## src/rtl/ex_muldiv_if.sv

```systemverilog
// ex_muldiv_if: request/result bundle between the ID/EX latch and the mul/div unit.
interface ex_muldiv_if #(parameter int BITS_SIZE = 32);
    logic                 i_step;
    logic                 i_start;
    logic [2:0]           i_op;
    logic [BITS_SIZE-1:0] i_rs_data;
    logic [BITS_SIZE-1:0] i_rt_data;
    logic                 o_busy;
    logic                 o_done;
    logic [BITS_SIZE-1:0] o_hi;
    logic [BITS_SIZE-1:0] o_lo;
    modport master (output i_step, i_start, i_op, i_rs_data, i_rt_data, input o_busy, o_done, o_hi, o_lo);
    modport slave  (input i_step, i_start, i_op, i_rs_data, i_rt_data, output o_busy, o_done, o_hi, o_lo);
endinterface

```

## src/rtl/ex_muldiv.sv

```systemverilog
// ex_muldiv: iterative radix-2 multiply/divide unit owning the HI/LO registers.
module ex_muldiv #(
    parameter int BITS_SIZE = 32
) (
    input logic        i_clk,
    input logic        i_reset,
    ex_muldiv_if.slave bus
);
    localparam int B  = BITS_SIZE;
    localparam int CW = $clog2(B);
    typedef enum logic [1:0] {IDLE, CALC, FINISH} state_t;
    state_t           state;
    logic [CW-1:0]    cnt;
    logic [2*B-1:0]   acc;
    logic [B-1:0]     dvs;
    logic [B-1:0]     rs_lat;
    logic             neg_q;
    logic             neg_r;
    logic             is_div;
    logic [B-1:0]     hi;
    logic [B-1:0]     lo;
    logic             done;
    logic             sgn;
    logic [B-1:0]     rs_abs;
    logic [B-1:0]     rt_abs;
    logic [B:0]       mul_sum;
    logic [B:0]       div_diff;
    logic [2*B-1:0]   prod;
    logic [B-1:0]     fin_hi;
    logic [B-1:0]     fin_lo;
    always_comb begin
        sgn      = ~bus.i_op[0];
        rs_abs   = (sgn && bus.i_rs_data[B-1]) ? -bus.i_rs_data : bus.i_rs_data;
        rt_abs   = (sgn && bus.i_rt_data[B-1]) ? -bus.i_rt_data : bus.i_rt_data;
        mul_sum  = {1'b0, acc[2*B-1:B]} + {1'b0, acc[0] ? dvs : {B{1'b0}}};
        // Remainder shifted left needs one extra bit before the trial subtract
        div_diff = acc[2*B-1:B-1] - {1'b0, dvs};
        prod     = neg_q ? -acc : acc;
        fin_hi   = !is_div ? prod[2*B-1:B] : (dvs == '0) ? rs_lat : neg_r ? -acc[2*B-1:B] : acc[2*B-1:B];
        fin_lo   = !is_div ? prod[B-1:0] : (dvs == '0) ? {B{1'b1}} : neg_q ? -acc[B-1:0] : acc[B-1:0];
    end
    always_ff @(posedge i_clk or posedge i_reset) begin
        if (i_reset) begin
            state  <= IDLE;
            cnt    <= '0;
            acc    <= '0;
            dvs    <= '0;
            rs_lat <= '0;
            neg_q  <= 1'b0;
            neg_r  <= 1'b0;
            is_div <= 1'b0;
            hi     <= '0;
            lo     <= '0;
            done   <= 1'b0;
        end else if (bus.i_step) begin
            done <= 1'b0;
            case (state)
                IDLE: if (bus.i_start) begin
                    if (bus.i_op == 3'b100) hi <= bus.i_rs_data;
                    else if (bus.i_op == 3'b101) lo <= bus.i_rs_data;
                    else if (!bus.i_op[2]) begin
                        acc    <= {{B{1'b0}}, rs_abs};
                        dvs    <= rt_abs;
                        rs_lat <= bus.i_rs_data;
                        neg_q  <= sgn & (bus.i_rs_data[B-1] ^ bus.i_rt_data[B-1]);
                        neg_r  <= sgn & bus.i_op[1] & bus.i_rs_data[B-1];
                        is_div <= bus.i_op[1];
                        cnt    <= '0;
                        state  <= CALC;
                    end
                end
                CALC: begin
                    acc   <= !is_div ? {mul_sum, acc[B-1:1]} : div_diff[B] ? {acc[2*B-2:0], 1'b0} : {div_diff[B-1:0], acc[B-2:0], 1'b1};
                    cnt   <= cnt + CW'(1);
                    state <= (cnt == CW'(B-1)) ? FINISH : CALC;
                end
                FINISH: begin
                    hi    <= fin_hi;
                    lo    <= fin_lo;
                    done  <= 1'b1;
                    state <= IDLE;
                end
                default: state <= IDLE;
            endcase
        end
    end
    assign bus.o_busy = (state != IDLE);
    assign bus.o_done = done;
    assign bus.o_hi   = hi;
    assign bus.o_lo   = lo;
endmodule

```

## src/flat_wrapper.sv

```systemverilog
// flat-port wrapper written by rule: the top's interface ports become plain ports
module ex_muldiv_flat 
#(
    parameter int BITS_SIZE = 32
)
  (i_clk, i_reset, bus_i_step, bus_i_start, bus_i_op, bus_i_rs_data, bus_i_rt_data, bus_o_busy, bus_o_done, bus_o_hi, bus_o_lo);
  ex_muldiv_if #(.BITS_SIZE(BITS_SIZE)) bus_i ();
  input logic i_clk;
  input logic i_reset;
  input wire logic [$bits(bus_i.i_step)-1:0] bus_i_step;
  input wire logic [$bits(bus_i.i_start)-1:0] bus_i_start;
  input wire logic [$bits(bus_i.i_op)-1:0] bus_i_op;
  input wire logic [$bits(bus_i.i_rs_data)-1:0] bus_i_rs_data;
  input wire logic [$bits(bus_i.i_rt_data)-1:0] bus_i_rt_data;
  output wire logic [$bits(bus_i.o_busy)-1:0] bus_o_busy;
  output wire logic [$bits(bus_i.o_done)-1:0] bus_o_done;
  output wire logic [$bits(bus_i.o_hi)-1:0] bus_o_hi;
  output wire logic [$bits(bus_i.o_lo)-1:0] bus_o_lo;
  assign bus_i.i_step = bus_i_step;
  assign bus_i.i_start = bus_i_start;
  assign bus_i.i_op = bus_i_op;
  assign bus_i.i_rs_data = bus_i_rs_data;
  assign bus_i.i_rt_data = bus_i_rt_data;
  assign bus_o_busy = bus_i.o_busy;
  assign bus_o_done = bus_i.o_done;
  assign bus_o_hi = bus_i.o_hi;
  assign bus_o_lo = bus_i.o_lo;
  ex_muldiv #(.BITS_SIZE(BITS_SIZE)) u_core (.i_clk(i_clk), .i_reset(i_reset), .bus(bus_i));
endmodule
```

## config.mk

```make
export PLATFORM = sky130hd
export DESIGN_NAME = ex_muldiv_flat
export DESIGN_NICKNAME = d
export VERILOG_FILES = /design/src/rtl/ex_muldiv_if.sv /design/src/rtl/ex_muldiv.sv /design/src/flat_wrapper.sv
export SDC_FILE = /design/constraint.sdc
export NUM_CORES = 1
export LEC_CHECK = 0
export CAP_MARGIN = 0
export CORE_ASPECT_RATIO = 1.5
export CORE_UTILIZATION = 60
export DETAILED_ROUTE_END_ITERATION = 10
export PLACE_DENSITY = 0.82
export SLEW_MARGIN = 20
export SYNTH_ARGS = -nofsm -noshare
export SYNTH_HDL_FRONTEND = slang
export SYNTH_SLANG_ARGS = --single-unit
```

## constraint.sdc

```tcl
create_clock -name i_clk -period 7.4 [get_ports i_clk]
set_input_delay 0.74 -clock i_clk [delete_from_list [all_inputs] [get_ports i_clk]]
set_output_delay 0.74 -clock i_clk [all_outputs]
set_load 0.05 [all_outputs]
```

; ---- After elaboration in Yosys (flattened, before gate mapping)
; Cells that the tools add are included.
[word_totals]
regBits = 203
out_inout_bits = 66
elab_cells = 86
in_bits = 71
[op_classes]
n_mux = 36
n_bitwise = 8
reduce_logical = 12
n_addsub = 8
n_eq_ne = 11
[op_table]
columns = op, count
row1 = 32-bit 2-to-1 mux, 14
row2 = 64-bit 2-to-1 mux, 7
row3 = 32-bit negator, 4
row4 = 32-bit case mux with 2 select lines, 2
row5 = 64-bit case mux with 2 select lines, 1
row6 = 64-bit negator, 1
row7 = 32-bit by 32-bit adder with 33-bit output, 1
row8 = 33-bit by 32-bit subtractor with 33-bit output, 1
row9 = 32-bit logical NOT, 1
row10 = 5-bit 2-to-1 mux, 4
row11 = 6-bit AND reduction, 2
row12 = 2-bit 2-to-1 mux, 5
row13 = 5-bit case mux with 2 select lines, 1
row14 = 5-bit AND reduction, 2
row15 = "2-bit inequality test, second input constant", 4
row16 = "3-bit equality test, second input constant", 2
row17 = 2-bit nonzero test, 3
row18 = "5-bit by 1-bit adder with 5-bit output, second input constant", 1
row19 = "5-bit equality test, second input constant", 1
row20 = "2-bit by 1-bit inequality test with 1-bit output, second input constant", 2
row21 = 1-bit NOT, 4
row22 = 2-bit case mux with 2 select lines, 1
row23 = 4-bit AND reduction, 1
row24 = 1-bit AND, 3
row25 = 6 further kinds, 7

; ---- Depth between registers and ports, before layout
[depth]
depth_word = 8
ltp_mapped = 14
mapped_depth_nobuf = 13

; ---- Worst setup path before layout
; Ideal clock, no wire load.
[synth_timing]
path_kind = flip-flop to flip-flop
start = register u_core.acc[0]
end = register u_core.hi[30], in the netlist u_core.bus.o_hi[30]
setup_ps = 86
period_less_slack_ps = 3551
t_required_ps = 7314
path_stages_with_launch = 14
t_arrival_ps = 3465
setup_slack_ps = 3849
n_path_buf = 3
cell_sequence = dfrtp_1 > inv_1 > clkbuf_1 > ha_1 > or3b_2 > or4_1 > clkbuf_1 > or4_1 > or2_1 > clkbuf_1 > o21ai_0 > xnor2_1 > a21oi_1 > nor3_1
[synth_between]
elab_chain_len = 4
[synth_lines]
columns = element, line_no
row1 = "start, declared", ex_muldiv.sv:14  ; logic [2*B-1:0] acc;
row2 = "start signal, assigned", ex_muldiv.sv:62  ; acc <= {{B{1'b0}}, rs_abs};
row3 = "start signal, assigned", ex_muldiv.sv:73  ; acc <= !is_div ? {mul_sum, acc[B-1:1]} : div_diff[B] ? {acc[2*B-2:0], 1'b0} : {div_diff[B-1:0], acc[B-2:0], 1' ...
row4 = 64-bit negator, ex_muldiv.sv:38  ; prod = neg_q ? -acc : acc;
row5 = 64-bit 2-to-1 mux, ex_muldiv.sv:38
row6 = 32-bit 2-to-1 mux, ex_muldiv.sv:39  ; fin_hi = !is_div ? prod[2*B-1:B] : (dvs == '0) ? rs_lat : neg_r ? -acc[2*B-1:B] : acc[2*B-1:B];
row7 = 32-bit case mux with 2 select lines, ex_muldiv.sv:57  ; case (state)
row8 = "end signal, assigned", ex_muldiv.sv:59  ; if (bus.i_op == 3'b100) hi <= bus.i_rs_data;
row9 = "end signal, assigned", ex_muldiv.sv:78  ; hi <= fin_hi;
row10 = "end, declared", ex_muldiv.sv:20  ; logic [B-1:0] hi;
; Every way passes these cells.
; A chain may end at the register's enable or synchronous reset.

; ---- Final worst setup path
[layout_timing]
start = register u_core.acc[0]
end = register u_core.acc[55]
[layout_between]
elab_chain_len = 4
[layout_lines]
columns = element, line_no
row1 = 32-bit 2-to-1 mux, ex_muldiv.sv:35  ; mul_sum = {1'b0, acc[2*B-1:B]} + {1'b0, acc[0] ? dvs : {B{1'b0}}};
row2 = 32-bit by 32-bit adder with 33-bit output, ex_muldiv.sv:35
row3 = 64-bit 2-to-1 mux, ex_muldiv.sv:73
row4 = 64-bit case mux with 2 select lines, ex_muldiv.sv:57
; Every way passes these cells.

==> run_results.csv <==
group,metric,value,unit
worst_setup_path,critPathCaptureType,"flop",
sta,relSlewSlack,31.16,%
worst_setup_path,reg2reg_from,"u_core.acc[0]",
yosys,syn-cell-area,16480,um2
yosys,yosysTopAreaCellShare,30.82,%
run,max-cap-violations,0,
routing,wl_per_cell,22.31,um
power_and_ir_drop,p_leak,8.054,nW
worst_setup_path,crit_fanout,32,
routing,drt_pass1_iterations,6,
floorplan,die_w,137.3,um
yosys,yosysSeqAreaShare,30.82,%
sta,fin_tns_setup,0,ns
yosys,yosys_warnings,0,
power_and_ir_drop,pwr-share-seq,26.0,%
power_and_ir_drop,pwr-share-clk,13.7,%
worst_setup_path,cp-startpoint,"u_core.acc[0]",
final_layout,design_area,18700,um2
place,dp_slack,2.978,ns
cts,cts.sinks,203,
worst_setup_path,crit_required,7.83,ns
cts,cts.repair.resized,0,
routing,ant_nets,0,
yosys,yosys-top-cells-area,"dfrtp_1, nand2_1, o21ai_0",
final_layout,antenna_cells,0,
cts,cts.reportedPaths.clkPinSlew,0.06,ns
yosys,synth_flop_cell,"dfrtp_1",
worst_setup_path,worstSetupEndpoint,"u_core.acc[55]",
power_and_ir_drop,power,9.001,mW
cts,root_buffer,"clkbuf_16",
power_and_ir_drop,comb_power_share,60.3,%
place,port_buffers,136,
floorplan,rows,74,
power_and_ir_drop,p_sw,4.559,mW
status,status,"finished clean",
yosys,synth_cell_type_count,75,
place,dp_hpwl,40520,um
global_route,grt_overflow,0,
sta,report.final.slew_viol_count,0,
worst_setup_path,r2r_cells,12,
power_and_ir_drop,p_int,4.442,mW
sta,finClkSkew,0.01750,ns
place,dpl.cell_count,2488,
final_layout,final_core_util,68.91,%
routing,drc,0,
global_route,grt_pass1_vias,16238,
sta,hold_violations,0,
power_and_ir_drop,ir_drop,356.5,uV
global_route,grt_pass1_wl,88300,um
yosys,async_flop_share,100.0,%
final_layout,nets,2314,
power_and_ir_drop,p_per_area,481.5,nW/um2
worst_setup_path,crit_path_start_kind,"flop",
global_route,grt_max_degree,94,
floorplan,die_h,205,um
yosys,synth_cells,2140,
cts,cts_buffer_depth,3,
cts,post_cts_buffers,0,
sta,finalSetupViolations,0,
yosys,syn_area_per_cell,7.702,um2
power_and_ir_drop,switching_share,50.65,%
worst_setup_path,critical_path_class,"flop to flop",
routing,totalWireLength,56450,um
yosys,synthesis.nets,2283,
worst_setup_path,arrival,5.15,ns
yosys,ys_ff_latch,203,
final_layout,drive_gt1_share,4.753,%
place,gp_congestion,1.008,
sta,whs,0.4761,ns
cts,cts_hold_buf,0,
cts,cts-buffers-inserted,23,
sta,post-route-period-util,63.78,%
sta,rsz0062_at_grt,"no",
final_layout,final_common_cell,"nand2_1",
routing,vias_per_cell,6.653,
worst_setup_path,reg2reg_to,"u_core.acc[55]",
final_layout,area_growth,13.42,%
worst_setup_path,ff2ff_setup_slack,2.68,ns
global_route,antenna_found_initial,0,
floorplan,core_area,27130,um2
cts,tritoncts,"done",
floorplan,io_pins,137,
routing,num_vias,16833,
sta,fmax,211.9,MHz
floorplan,die_area,28150,um2
global_route,track_usage,41.02,%
min_path,hp-class,"flop to flop",
yosys,yosys.area.top_type,"dfrtp_1",
final_layout,layout_common_cells,"nand2_1, o21ai_0, dfrtp_1",
yosys,synth_edf_count,0,
sta,tightest_slew,1.033,ns
routing,drt_iter0_drc,1531,
sta,min_period,4.720,ns
floorplan,start_util,60.76,%
place,dpl_cell_area,17900,um2
final_layout,fin_cells,2530,
cts,cts-htree-levels,1,
sta,postLayoutSetupSlackWorst,2.680,ns
cts,clk_latency,0.55,ns
==> logic make-up after synthesis <==
| kind of cell | after synthesis | synth area share [%] |
|---|---|---|
| adders and majority gates | 72 | 5.556 |
| xor gates and xnor gates | 181 | 9.617 |
| muxes | 62 | 3.780 |
| buffers and inverters | 216 | 5.055 |
| and+or+nand+nor | 748 | 20.76 |
| AOI/OAI and AO/OA | 658 | 24.41 |
| DFF | 203 | 30.82 |
==> worst min path at each step <==
| stage | from | end | slack, ns | cells after the start |
|---|---|---|---|---|
| after floorplan | u_core.rs_lat[17] | u_core.rs_lat[17] | 0.44 | 2 |
| after global placement | u_core.rs_lat[9] | u_core.rs_lat[9] | 0.46 | 2 |
| after detailed placement | u_core.rs_lat[9] | u_core.rs_lat[9] | 0.46 | 2 |
| after CTS | u_core.rs_lat[9] | u_core.rs_lat[9] | 0.48 | 2 |
| after global routing | u_core.rs_lat[26] | u_core.rs_lat[26] | 0.50 | 2 |
| final | u_core.bus.o_lo[7] | u_core.bus.o_lo[7] | 0.48 | 2 |
==> power groups by stage <==
stage          Sequential [mW]  Combinational (mW)  Clock, mW
2_1_floorplan             2.46                3.67          0
3_3_place_gp              2.29                5.21          0
3_5_place_dp              2.31                5.32          0
4_1_cts                   2.30                5.34       1.24
5_1_grt                   2.39                5.91       1.28
6_report                  2.34                5.43       1.23
==> flip-flops by register name, summed over array words and instances (netlist names) <==
name	count
u_core.acc	64
u_core.bus.o_done	1
u_core.bus.o_hi	32
u_core.bus.o_lo	32
u_core.cnt	5
u_core.dvs	32
u_core.is_div	1
u_core.neg_q	1
u_core.neg_r	1
u_core.rs_lat	32
u_core.state	2
==> cell usage after synthesis (8+ instances only) <==
cell,instances
a211oi_1,21
nand3_1,42
o221ai_1,10
and2_1,8
nor2_1,132
nor2b_1,19
o31ai_1,35
inv_1,61
o21a_1,16
nand2_1,354
nand2b_1,19
nor4_1,19
buf_1,9
a31oi_1,15
nor3_1,43
clkbuf_1,138
nand4_1,19
or3_1,30
o41ai_1,11
a22oi_1,18
xor2_1,79
ha_1,70
xnor2_1,102
a21oi_1,133
o211ai_1,20
dfrtp_1,203
and3_1,14
o22ai_1,33
o21ai_1,12
or2_2,16
or4_1,16
a21o_1,23
o21ai_0,253
mux2i_1,60
==> final cells by class <==
cell class	instances	area, um2
tap	342	427.9
clock buffer	32	659.4
clock inverter	10	131.4
timing repair buffer	161	1549
sequential	203	5085
fill	2336	8433
multi-input combinational	1721	10610
inverter	61	236.5
==> critical path, cell delays in order (launching register included) <==
cell and delay, ns:
dfrtp_1 0.46, clkinv_1 0.83, nor2_1 0.32, ha_1 0.30
nand2_1 0.14, or4b_2 0.64, o211ai_1 0.32, a21boi_0 0.25
o31ai_1 0.50, a21bo_2 0.24, o21ai_0 0.10, xor2_1 0.16
a221o_1 0.33
==> layer usage <==
| layer | vias to the layer above | part of all wire, % | routed length (um) | GRT usage [%] |
|---|---|---|---|---|
| li1 | 7677 | - | - | - |
| met1 | 7944 | 36 | 20360 | 46.34 |
| met2 | 943 | 47 | 26800 | 67.60 |
| met3 | 269 | 8.6 | 4843 | 8.389 |
| met4 | 0 | 7.9 | 4446 | 30.42 |
| met5 | - | 0 | 0 | 0 |
(Power assumes the default switching activity.)
